<file path="config.mk">
export PLATFORM = sky130hd
export DESIGN_NAME = pipelined_barrel_shifter
export DESIGN_NICKNAME = d
export VERILOG_FILES = /design/src/rtl/pipelined_barrel_shifter_pkg.sv /design/src/rtl/pipelined_barrel_shifter_shift_stage.sv /design/src/rtl/pipelined_barrel_shifter.sv
export SDC_FILE = /design/constraint.sdc
export NUM_CORES = 1
export LEC_CHECK = 0
export CAP_MARGIN = 30
export CORE_MARGIN = 1
export CORE_UTILIZATION = 45
export CTS_CLUSTER_SIZE = 28
export DETAILED_ROUTE_END_ITERATION = 8
export PLACE_DENSITY = 0.67
export SYNTH_ARGS = -nofsm -noshare
export SYNTH_HDL_FRONTEND = slang
export SYNTH_SLANG_ARGS = --single-unit
</file>
<file path="constraint.sdc">
create_clock -name clk -period 3.25 [get_ports clk]
set_input_delay 0.65 -clock clk [delete_from_list [all_inputs] [get_ports clk]]
set_output_delay 0.65 -clock clk [all_outputs]
set_load 0.01 [all_outputs]
</file>
<file path="src/rtl/pipelined_barrel_shifter_pkg.sv">
// Shared mode encodings and helpers for the pipelined barrel shifter.
package pipelined_barrel_shifter_pkg;

  localparam int SH_MODE_W = 3;

  typedef enum logic [SH_MODE_W-1:0] {
    SH_SLL = 3'b000,
    SH_SRL = 3'b001,
    SH_SRA = 3'b010,
    SH_ROL = 3'b011,
    SH_ROR = 3'b100
  } sh_mode_e;

  // Encodings above ROR are reserved; such beats pass through unshifted.
  function automatic logic is_reserved(input logic [SH_MODE_W-1:0] mode);
    return mode > SH_ROR;
  endfunction

endpackage

</file>
<file path="src/rtl/pipelined_barrel_shifter_shift_stage.sv">
// One log stage: purely combinational shift/rotate by DIST when en is set.
module shift_stage
  import pipelined_barrel_shifter_pkg::*;
#(
  parameter int WIDTH = 16,
  parameter int DIST  = 1
) (
  input  logic                 en,
  input  logic [SH_MODE_W-1:0] mode,
  input  logic                 sign,
  input  logic [WIDTH-1:0]     din,
  output logic [WIDTH-1:0]     dout
);

  // Mode-selected fill; reserved modes and en=0 pass data untouched.
  always_comb begin
    dout = din;
    if (en) begin
      case (mode)
        SH_SLL:  dout = {din[WIDTH-DIST-1:0], {DIST{1'b0}}};
        SH_SRL:  dout = {{DIST{1'b0}}, din[WIDTH-1:DIST]};
        SH_SRA:  dout = {{DIST{sign}}, din[WIDTH-1:DIST]};
        SH_ROL:  dout = {din[WIDTH-DIST-1:0], din[WIDTH-1:WIDTH-DIST]};
        SH_ROR:  dout = {din[DIST-1:0], din[WIDTH-1:DIST]};
        default: dout = din;
      endcase
    end
  end

endmodule

</file>
<file path="src/rtl/pipelined_barrel_shifter.sv">
// Pipelined log-stage barrel shifter: stage k shifts by 2**k when cnt[k] is set,
// one register per stage, valid/ready backpressure and a synchronous flush.
module pipelined_barrel_shifter
  import pipelined_barrel_shifter_pkg::*;
#(
  parameter  int WIDTH = 16,
  localparam int CNT_W = $clog2(WIDTH)
) (
  input  logic                 clk,
  input  logic                 rst_n,
  input  logic                 flush,
  input  logic                 in_valid,
  output logic                 in_ready,
  input  logic [WIDTH-1:0]     in_data,
  input  logic [CNT_W-1:0]     in_cnt,
  input  logic [SH_MODE_W-1:0] in_mode,
  output logic                 out_valid,
  input  logic                 out_ready,
  output logic [WIDTH-1:0]     out_data,
  output logic                 out_err
);

  logic [CNT_W-1:0]                vld_pipe;
  logic [CNT_W-1:0]                err_pipe;
  logic [CNT_W-1:0]                sign_pipe;
  logic [CNT_W-1:0][WIDTH-1:0]     data_pipe;
  logic [CNT_W-1:0][WIDTH-1:0]     shifted;
  logic [CNT_W-1:0][CNT_W-1:0]     cnt_pipe;
  logic [CNT_W-1:0][SH_MODE_W-1:0] mode_pipe;
  logic                            advance;

  // Whole pipe moves together; only a held result at the tail stalls it.
  assign advance   = ~(out_valid & ~out_ready);
  assign in_ready  = advance;
  assign out_valid = vld_pipe[CNT_W-1];
  assign out_data  = data_pipe[CNT_W-1];
  assign out_err   = vld_pipe[CNT_W-1] & err_pipe[CNT_W-1];

  // Stage 0 works straight off the inputs; later stages off the previous register.
  for (genvar k = 0; k < CNT_W; k++) begin : g_stage
    if (k == 0) begin : g_first
      shift_stage #(.WIDTH(WIDTH), .DIST(1)) u_stage (
        .en   (in_cnt[0]),
        .mode (in_mode),
        .sign (in_data[WIDTH-1]),
        .din  (in_data),
        .dout (shifted[0])
      );
    end else begin : g_rest
      shift_stage #(.WIDTH(WIDTH), .DIST(1 << k)) u_stage (
        .en   (cnt_pipe[k-1][k]),
        .mode (mode_pipe[k-1]),
        .sign (sign_pipe[k-1]),
        .din  (data_pipe[k-1]),
        .dout (shifted[k])
      );
    end
  end

  // Stage registers: reset beats flush, flush beats stall; payload only moves on advance.
  always_ff @(posedge clk) begin
    if (!rst_n) begin
      vld_pipe  <= '0;
      err_pipe  <= '0;
      sign_pipe <= '0;
      data_pipe <= '0;
      cnt_pipe  <= '0;
      mode_pipe <= '0;
    end else begin
      if (flush)        vld_pipe <= '0;
      else if (advance) vld_pipe <= {vld_pipe[CNT_W-2:0], in_valid};
      if (advance) begin
        data_pipe[0] <= shifted[0];
        cnt_pipe[0]  <= in_cnt;
        mode_pipe[0] <= in_mode;
        sign_pipe[0] <= in_data[WIDTH-1];
        err_pipe[0]  <= is_reserved(in_mode);
        for (int k = 1; k < CNT_W; k++) begin
          data_pipe[k] <= shifted[k];
          cnt_pipe[k]  <= cnt_pipe[k-1];
          mode_pipe[k] <= mode_pipe[k-1];
          sign_pipe[k] <= sign_pipe[k-1];
          err_pipe[k]  <= err_pipe[k-1];
        end
      end
    end
  end

  // Count bits already consumed and the tail's control fields have no reader.
  logic unused_tail;
  assign unused_tail = ^{cnt_pipe, mode_pipe[CNT_W-1], sign_pipe[CNT_W-1]};

endmodule

</file>
## Yosys cells after proc, flatten, opt, wreduce, memory -nomap -nowiden

Cells that the tools add are included.

| operators by class | value |
|---|---|
| reductions and logical operators | 6 |
| equal/unequal tests | 16 |
| $lt $le $gt $ge | 1 |
| bitwise operators | 5 |
| multiplexer cells | 8 |

Operator list:

| operator | number |
|---|---|
| case mux 16 bit (5 select lines) | 3 |
| 2-to-1 mux 16 bit | 4 |
| case mux 16 bit (4 select lines) | 1 |
| == test 3 x 2 -> 1 bit (second input constant) | 8 |
| == test 3 x 1 -> 1 bit (second input constant) | 4 |
| == test 3 bit (second input constant) | 4 |
| logical NOT 3 bit | 4 |
| OR reduction 2 bit | 2 |
| greater-than comparator 3 bit (second input constant) | 1 |
| NOT 1 bit | 3 |
| bitwise AND 1 bit | 2 |

| storage, ports and cells | value |
|---|---|
| word-level logic and storage cells | 49 |
| register bits | 96 |
| bits of input ports | 28 |
| output and inout port bits | 19 |

## Longest topological paths before layout

Gate-level depths: netlist of the first run.

| logic depth | value |
|---|---|
| depth after elaboration | 4 |
| mapped depth | 7 |
| mapped depth without buffers | 5 |

## Modules after synthesis

A second synthesis of the first run with hierarchy kept.

| second synthesis, totals | value |
|---|---|
| cell total of the unflattened synthesis | 699 |
| area, all modules | 5631.7 sq um |

By module, submodules not included:

| module | sequential area each (sq um) | cells an instance | times used | area an instance (sq um) |
|---|---|---|---|---|
| pipelined_barrel_shifter | 1801.7 | 407 | 1 | 3585.9 |
| shift_stage at g_stage[2].g_rest.u_stage | 0.0 | 86 | 1 | 689.4 |
| shift_stage at g_stage[0].g_first.u_stage | 0.0 | 91 | 1 | 613.1 |
| shift_stage at g_stage[1].g_rest.u_stage | 0.0 | 72 | 1 | 401.6 |
| shift_stage at g_stage[3].g_rest.u_stage | 0.0 | 43 | 1 | 341.6 |

## Least setup slack after synthesis of the first run

Ideal clock, no wire load.

| timing path | value |
|---|---|
| path type | input to output |
| start | input port out_ready |
| end | output port in_ready |
| path buffers | 3 |
| slack | 1.299 ns |
| cell stages on the path | 5 |
| data required time | 2.600 ns |
| arrival | 1.301 ns |
| path through | nor2b_1 > buf_2 > inv_2 > buf_2 > buf_2 |

| between the ends | value |
|---|---|
| longest elaborated chain between the ends | 3 |

Ends and longest elaborated chain:

| element | line | text |
|---|---|---|
| start: declaration | pipelined_barrel_shifter.sv:18 | `input logic out_ready,` |
| NOT 1 bit | pipelined_barrel_shifter.sv:33 | `assign advance = ~(out_valid & ~out_ready);` |
| bitwise AND 1 bit | pipelined_barrel_shifter.sv:33 |  |
| NOT 1 bit | pipelined_barrel_shifter.sv:33 |  |
| end: declaration | pipelined_barrel_shifter.sv:13 | `output logic in_ready,` |

Every way passes these cells.

## Final worst setup path of the first run

Ends and elaborated chain as after synthesis.

==> results of run 1 <==
==> path summary, 6_finish.rpt <==
kind | startpoint | to | slack (ps) | cells after the start
worst max-delay path | out_ready | in_ready | 740 | 4
worst min-delay path | cnt_pipe[2] | cnt_pipe[2] | 450 | 2
worst max register to register | mode_pipe[5] | data_pipe[39] | 1240 | 4
worst min register to register | cnt_pipe[2] | cnt_pipe[2] | 450 | 2
==> final cells by class <==
class                      count  area [sq um]
clock inverter                 5          62.6
tap                          136           170
inverter                       4          15.0
sequential                    90          1800
multi-input combinational    434          2620
clock buffer                  10           138
fill                        1003          4990
timing repair buffer          52           526
==> through the flow <==
stage | total power (W) | setup slack [ps] | hold slack [ps] | utilization [%] | instances
detailed placement | 0.00161 | 639 | 442 | 49.7 | 716
CTS | 0.00238 | 712 | 456 | 51.6 | 731
global route | 0.00248 | 692 | 474 | 51.6 | 731
global placement | 0.00160 | 712 | 438 | 49.7 | 716
floorplan | 0.00150 | 1300 | 426 | - | 597
finish | 0.00237 | 737 | 453 | 51.6 | 731
==> power groups by stage <==
stage / combinational, W / clock [W] / sequential [W]
CTS: 0.000328 / 0.000793 / 0.00126
finish: 0.000328 / 0.000781 / 0.00126
detailed placement: 0.000326 / 0 / 0.00129
global route: 0.000364 / 0.000841 / 0.00127
global placement: 0.000319 / 0 / 0.00128
floorplan: 0.000262 / 0 / 0.00124
==> cells in the mapped netlist, drive strengths merged, types with 5 or more instances <==
cell type and n:
a21o 13, o211ai 8, a21oi 27, dfxtp 90, nand2 110, o2111a 8
a221oi 8, and3 13, nor2 60, buf 45, o221ai 26, and2 6
o21ai 31, clkbuf 24, a21boi 21, mux2i 14, a31oi 14, a32o 7
o22ai 13, o21a 5, o2111ai 7, nand3b 9
==> flip-flops by register name, indices dropped and copies added (netlist names) <==
name	flops
vld_pipe	4
out_data	16
data_pipe	48
err_pipe	4
sign_pipe	3
cnt_pipe	6
mode_pipe	9
==> tightest hold or removal path, cell delays in order, from the launching register on <==
cell      delay (ps)
dfxtp_1          320
nand2_1           50
a21boi_1          40
==> cells by family (layout without fill, tap and decap cells) <==
kind of cell    count (synthesis)  in the layout  synth area share (%)
compound gates                198            198                  29.6
xor+xnor                        5              5                  1.77
buf+inv                        73             71                  8.15
flops                          90             90                  37.5
mux                            15             15                  3.15
simple gates                  216            216                  19.8
==> metal layers <==
layer / wire [um] / up-vias / global-route usage [%]
met5: 0 / - / 0
met4: 243 / 0 / 9.76
met3: 516 / 22 / 3.40
met2: 5730 / 113 / 37.3
met1: 5400 / 2083 / 28.2
li1: - / 2136 / -
==> results.md, run 1 <==
- Status: finished clean
- CTS Hold Bufs: 0
- Core box area: 10300 sq um
- Internal: approximately 0.0017 W
- Sequential fraction of the synthesis area: 37.5%
- Design Area, Final: 5330 sq um
- Yosys top cell by area: dfxtp_1
- Most frequent cells in the layout: 110 x nand2_1, 90 x dfxtp_1, 59 x nor2_1
- Final Skew: roughly 18 ps
- Clock Power Share: between 30% and 40%
- Final Cycle Share: a little under 80%
- CP most frequent cell: clkdlybuf4s50_1
- Max_cap viols: 0
- Switching pwr: 0.000660 W
- CTS sink cnt: 90
- GR Overflow Total: 0
- Max Slew Vio Count: 0
- CTS clock-pin slew for the worst setup and hold paths: ~90 ps
- Number of remaining DRC errors: 0
- Layout area overhead: 11.0%
- Fmax: around 400 MHz
- DRT Pass-1 Iters: 5
- Post-synthesis cell type count: 50
- Drt total wl: 11900 um
- CP max FO: 3
- Number of DRC markers in iteration 0: around 250
- Syn avg cell area: around 8.0 sq um
- Setup repair bufs after CTS: 0
- Die W: 105 um
- Final Hold Viols: 0
- I/O Buffers: 46
- RSZ-0062 raised after global routing: no
- Min Tclk post-route: 2510 ps
- Final Setup Violations: 0
- Vias: between 4k and 5k
- Cell Area, Synth: ~4800 sq um
- Dpl hpwl: 8010 um
- Initial antenna violation count: 0
- Hold Path Class: register to register
- Worst slew pin tran: 795 ps
- Most common cell after layout, fill and taps aside: nand2_1
- Cell area power density: 445 nW/um^2
- I/O pin cnt: 47
- Worst path bufs/invs: 3
- Leakage: ~1.9 nW
- Ys flop type: dfxtp_1
- Flop pwr share: a little over half
- Max incr delay on CP: about 570 ps
- Overall die height: 105 um
- Die ar.: around 11000 sq um
- Antenna diodes: 0
- H-tree depth: 3
- Initial Util: between 40% and 50%
- Seq cells post-synth: 90
- Sum of negative setup slack: 0 ps
- CP required: roughly 2600 ps
- TritonCTS clock tree: yes
- Area post-placement: 5130 sq um
- Num CTS Buffers: 9
- Clock root buffer: clkbuf_8
- Largest net degree at the start of global routing: 98
- Drt wl/cell: 16.3 um
- Sw frac: between 20 and 30%
- Logic pwr share: between 10 and 15%
- Peak supply drop: 0.225 mV
- Top cell type's share of synthesized area: around 38%
- Gr usage total: about 22%
- # rows: 37
- Synth warn: 0
- Post-CTS sizing: 0
- Bufs on Longest Clock Path: 2
- WP data arrival: about 1900 ps
- Ranking of synthesized cells by area: dfxtp_1 38%, nand2_1 8.6%, o221ai_1 4.7%, nor2_1 4.6%, a21boi_1 3.3%
- Fin nets: between 600 and 700
- Cell count after synthesis: 597
- Critical path class: input port to output pin
- Vias in the first global route: approximately 4k
- Slew margin rel.: 46.9%
- First-pass GRT wire length: 20000 um
- Count of flip-flops with a built-in enable after synthesis: 0
- Top delay family on crit path: buffers and inverters
- Slowest cell on crit path: clkdlybuf4s50_1
- Worst skew pair latency: between 300 and 400 ps
- Async SR Flop Fraction: 0%
- Layout cells sized above 1: under 10%
- Crit path capture type: output pin
- Startpoint Class: input port
- Mapped Nets: 625
- Antenna Nets Post-Route: 0
- Gpl congestion: ~0.86
- Crit-path cells: clkdlybuf4s50_1, nor2b_4, inv_2, clkdlybuf4s50_1
- Vias per cell: slightly below 6
No activity file was read; power rests on OpenSTA's default activity.
==> inputs of run 2 (changes only) <==
--- a/config.mk
+++ b/config.mk
@@ -10,7 +10,7 @@
 export CORE_UTILIZATION = 45
 export CTS_CLUSTER_SIZE = 28
 export DETAILED_ROUTE_END_ITERATION = 8
-export PLACE_DENSITY = 0.67
+export PLACE_DENSITY = 0.7
 export SYNTH_ARGS = -nofsm -noshare
 export SYNTH_HDL_FRONTEND = slang
 export SYNTH_SLANG_ARGS = --single-unit
==> constraint.sdc (replaced) <==
create_clock -name clk -period 2.15 [get_ports clk]
set_input_delay 0.43 -clock clk [delete_from_list [all_inputs] [get_ports clk]]
set_output_delay 0.43 -clock clk [all_outputs]
set_load 0.01 [all_outputs]
==> results.md, run 2 (synthesized netlist as in run 1, its figures left out) <==
- Status: finished clean
- CTS clock-pin slew for the worst setup and hold paths: ~90 ps
- Num CTS Buffers: 9
- Layout cells sized above 1: 8.02%
- Filler Cell Count: around 960
- Antenna diodes: 0
- DRT Pass-1 Iters: 5
- CP max FO: 3
- First-pass GRT wire length: about 20000 um
- Min Tclk post-route: 2080 ps
- Initial antenna violation count: 0
- Final design utilization: around 53%
- Crit path capture type: output pin
- Layout area overhead: 13.9%
- Worst path bufs/invs: 3
- Most Crowded Layer GR: met2
- Multi-input gate area: approximately 2600 sq um
- Most common cell after layout, fill and taps aside: nand2_1
- R2R cell count: 4
- Setup repair bufs after CTS: 0
- Met3 global-route usage: roughly 3.6%
- Antenna Nets Post-Route: 0
- Die ar.: approximately 11000 sq um
- Final Cycle Share: 96.7%
- Vias per cell: 5.88
- Fin nets: 634
- Number of DRC markers in iteration 0: between 400 and 500
- Sum of negative setup slack: 0 ps
- Overall die height: around 110 um
- CP most frequent cell: clkdlybuf4s50_1
- Vias in the first global route: ~4.0k
- Final Hold Viols: 0
- Crit-path cells: clkdlybuf4s50_1, nor2b_4, inv_2, clkdlybuf4s50_1
- Largest net degree at the start of global routing: 52
- Drt wl/cell: ~16 um
- Vias: between 4k and 5k
- GR Overflow Total: 0
- Max FFs per register: between 40 and 50
- Die W: 105 um
- Drt total wl: about 12000 um
- Max_cap viols: 0
- Most frequent cells in the layout: 110 x nand2_1, 90 x dfxtp_1, 59 x nor2_1
- Startpoint Class: input port
- Cell area power density: roughly 660 nW/um^2
- Bufs on Longest Clock Path: 2
- I/O pin cnt: 47
- Core box area: slightly above 10000 sq um
- Met1 GRT Util: 28.8%
- Gr usage total: about 22%
- Top delay family on crit path: buffers and inverters
- FF/Latch Area: 1800 sq um
- Worst slew pin tran: between 600 and 700 ps
- Largest reg by FF count: data_pipe
- # rows: 37
- Hold Path Class: register to register
- CTS sink cnt: 90
- CTS Hold Bufs: 0
- Max incr delay on CP: about 580 ps
- Gpl congestion: 0.861
- Critical path class: input port to output pin
- WP depth: 4
- CP required: between 1500 and 2000 ps
- Hold path cells: 2
- Slew margin rel.: approximately three fifths
- Number of remaining DRC errors: 0
- Final Setup Violations: 0
- Clock root buffer: clkbuf_8
- Worst skew pair latency: between 300 and 400 ps
- Fmax: 481 MHz
- RSZ-0062 raised after global routing: no
- WP data arrival: approximately 1700 ps
- Initial Util: between 40% and 50%
- Final Skew: between 15 and 20 ps
- TritonCTS clock tree: yes
- Leakage: about 2 nW
- Met2 usage: approximately 38%
- Slowest cell on crit path: clkdlybuf4s50_1
- H-tree depth: 3
- Max Slew Vio Count: 0
- Peak supply drop: 0.304 mV
- I/O Buffers: 46
- Post-CTS sizing: 0
- Dpl hpwl: about 8400 um
-- run 2: changes by cell type in the layout (fill, tap and decap cells not counted) --
cell | previous run | this run
buf_12 | 2 | 4
clkbuf_1 | 0 | 1
buf_4 | 4 | 17
clkbuf_8 | 10 | 9
inv_8 | 0 | 1
-- run 2: area by class of cell --
type | instances | share of cell area, %
well taps | 136 | 3.11
inverters | 4 | 0.275
flip-flops and latches | 90 | 32.9
clock buffers | 10 | 2.33
multi-input cells | 434 | 47.9
repair buffers | 67 | 12.1
clock inverters | 6 | 1.35
-- run 2: routing by layer --
layer,wire length [um],vias to the layer above
met1,5450,2076
met2,5710,133
li1,-,2170
met3,551,15
met5,0,-
met4,141,0
-- run 2: worst register-to-register path: stages (launching register included) --
cell and delay [ps]:
dfxtp_1 490, o21a_1 290, o21ai_2 480, o221ai_1 220
a31oi_1 210
-- run 2: metrics by stage --
step	hold slack, ps	std cells	area (sq um)	total power, W	worst slack, ps
6_report	454	747	5470	0.00361	71.4
5_1_grt	478	747	5470	0.00379	26.4
4_1_cts	456	747	5470	0.00362	65.2
3_5_place_dp	445	731	5270	0.00245	-53.9
3_3_place_gp	438	731	5270	0.00244	2.15
2_1_floorplan	426	597	4800	0.00227	546
-- run 2: path summary, 6_finish.rpt --
check,from,endpoint,slack [ps]
worst min register to register,cnt_pipe[3],cnt_pipe[3],450
worst max-delay path,out_ready,in_ready,70
worst min-delay path,cnt_pipe[3],cnt_pipe[3],450
worst max register to register,mode_pipe[0],data_pipe[26],390
-- run 2: where the power goes --
| part | switching, W | total, W | internal [W] |
|---|---|---|---|
| clock network | 0.000637 | 0.00119 | 0.000552 |
| logic | 0.000261 | 0.000528 | 0.000267 |
| registers | 0.000131 | 0.00190 | 0.00177 |
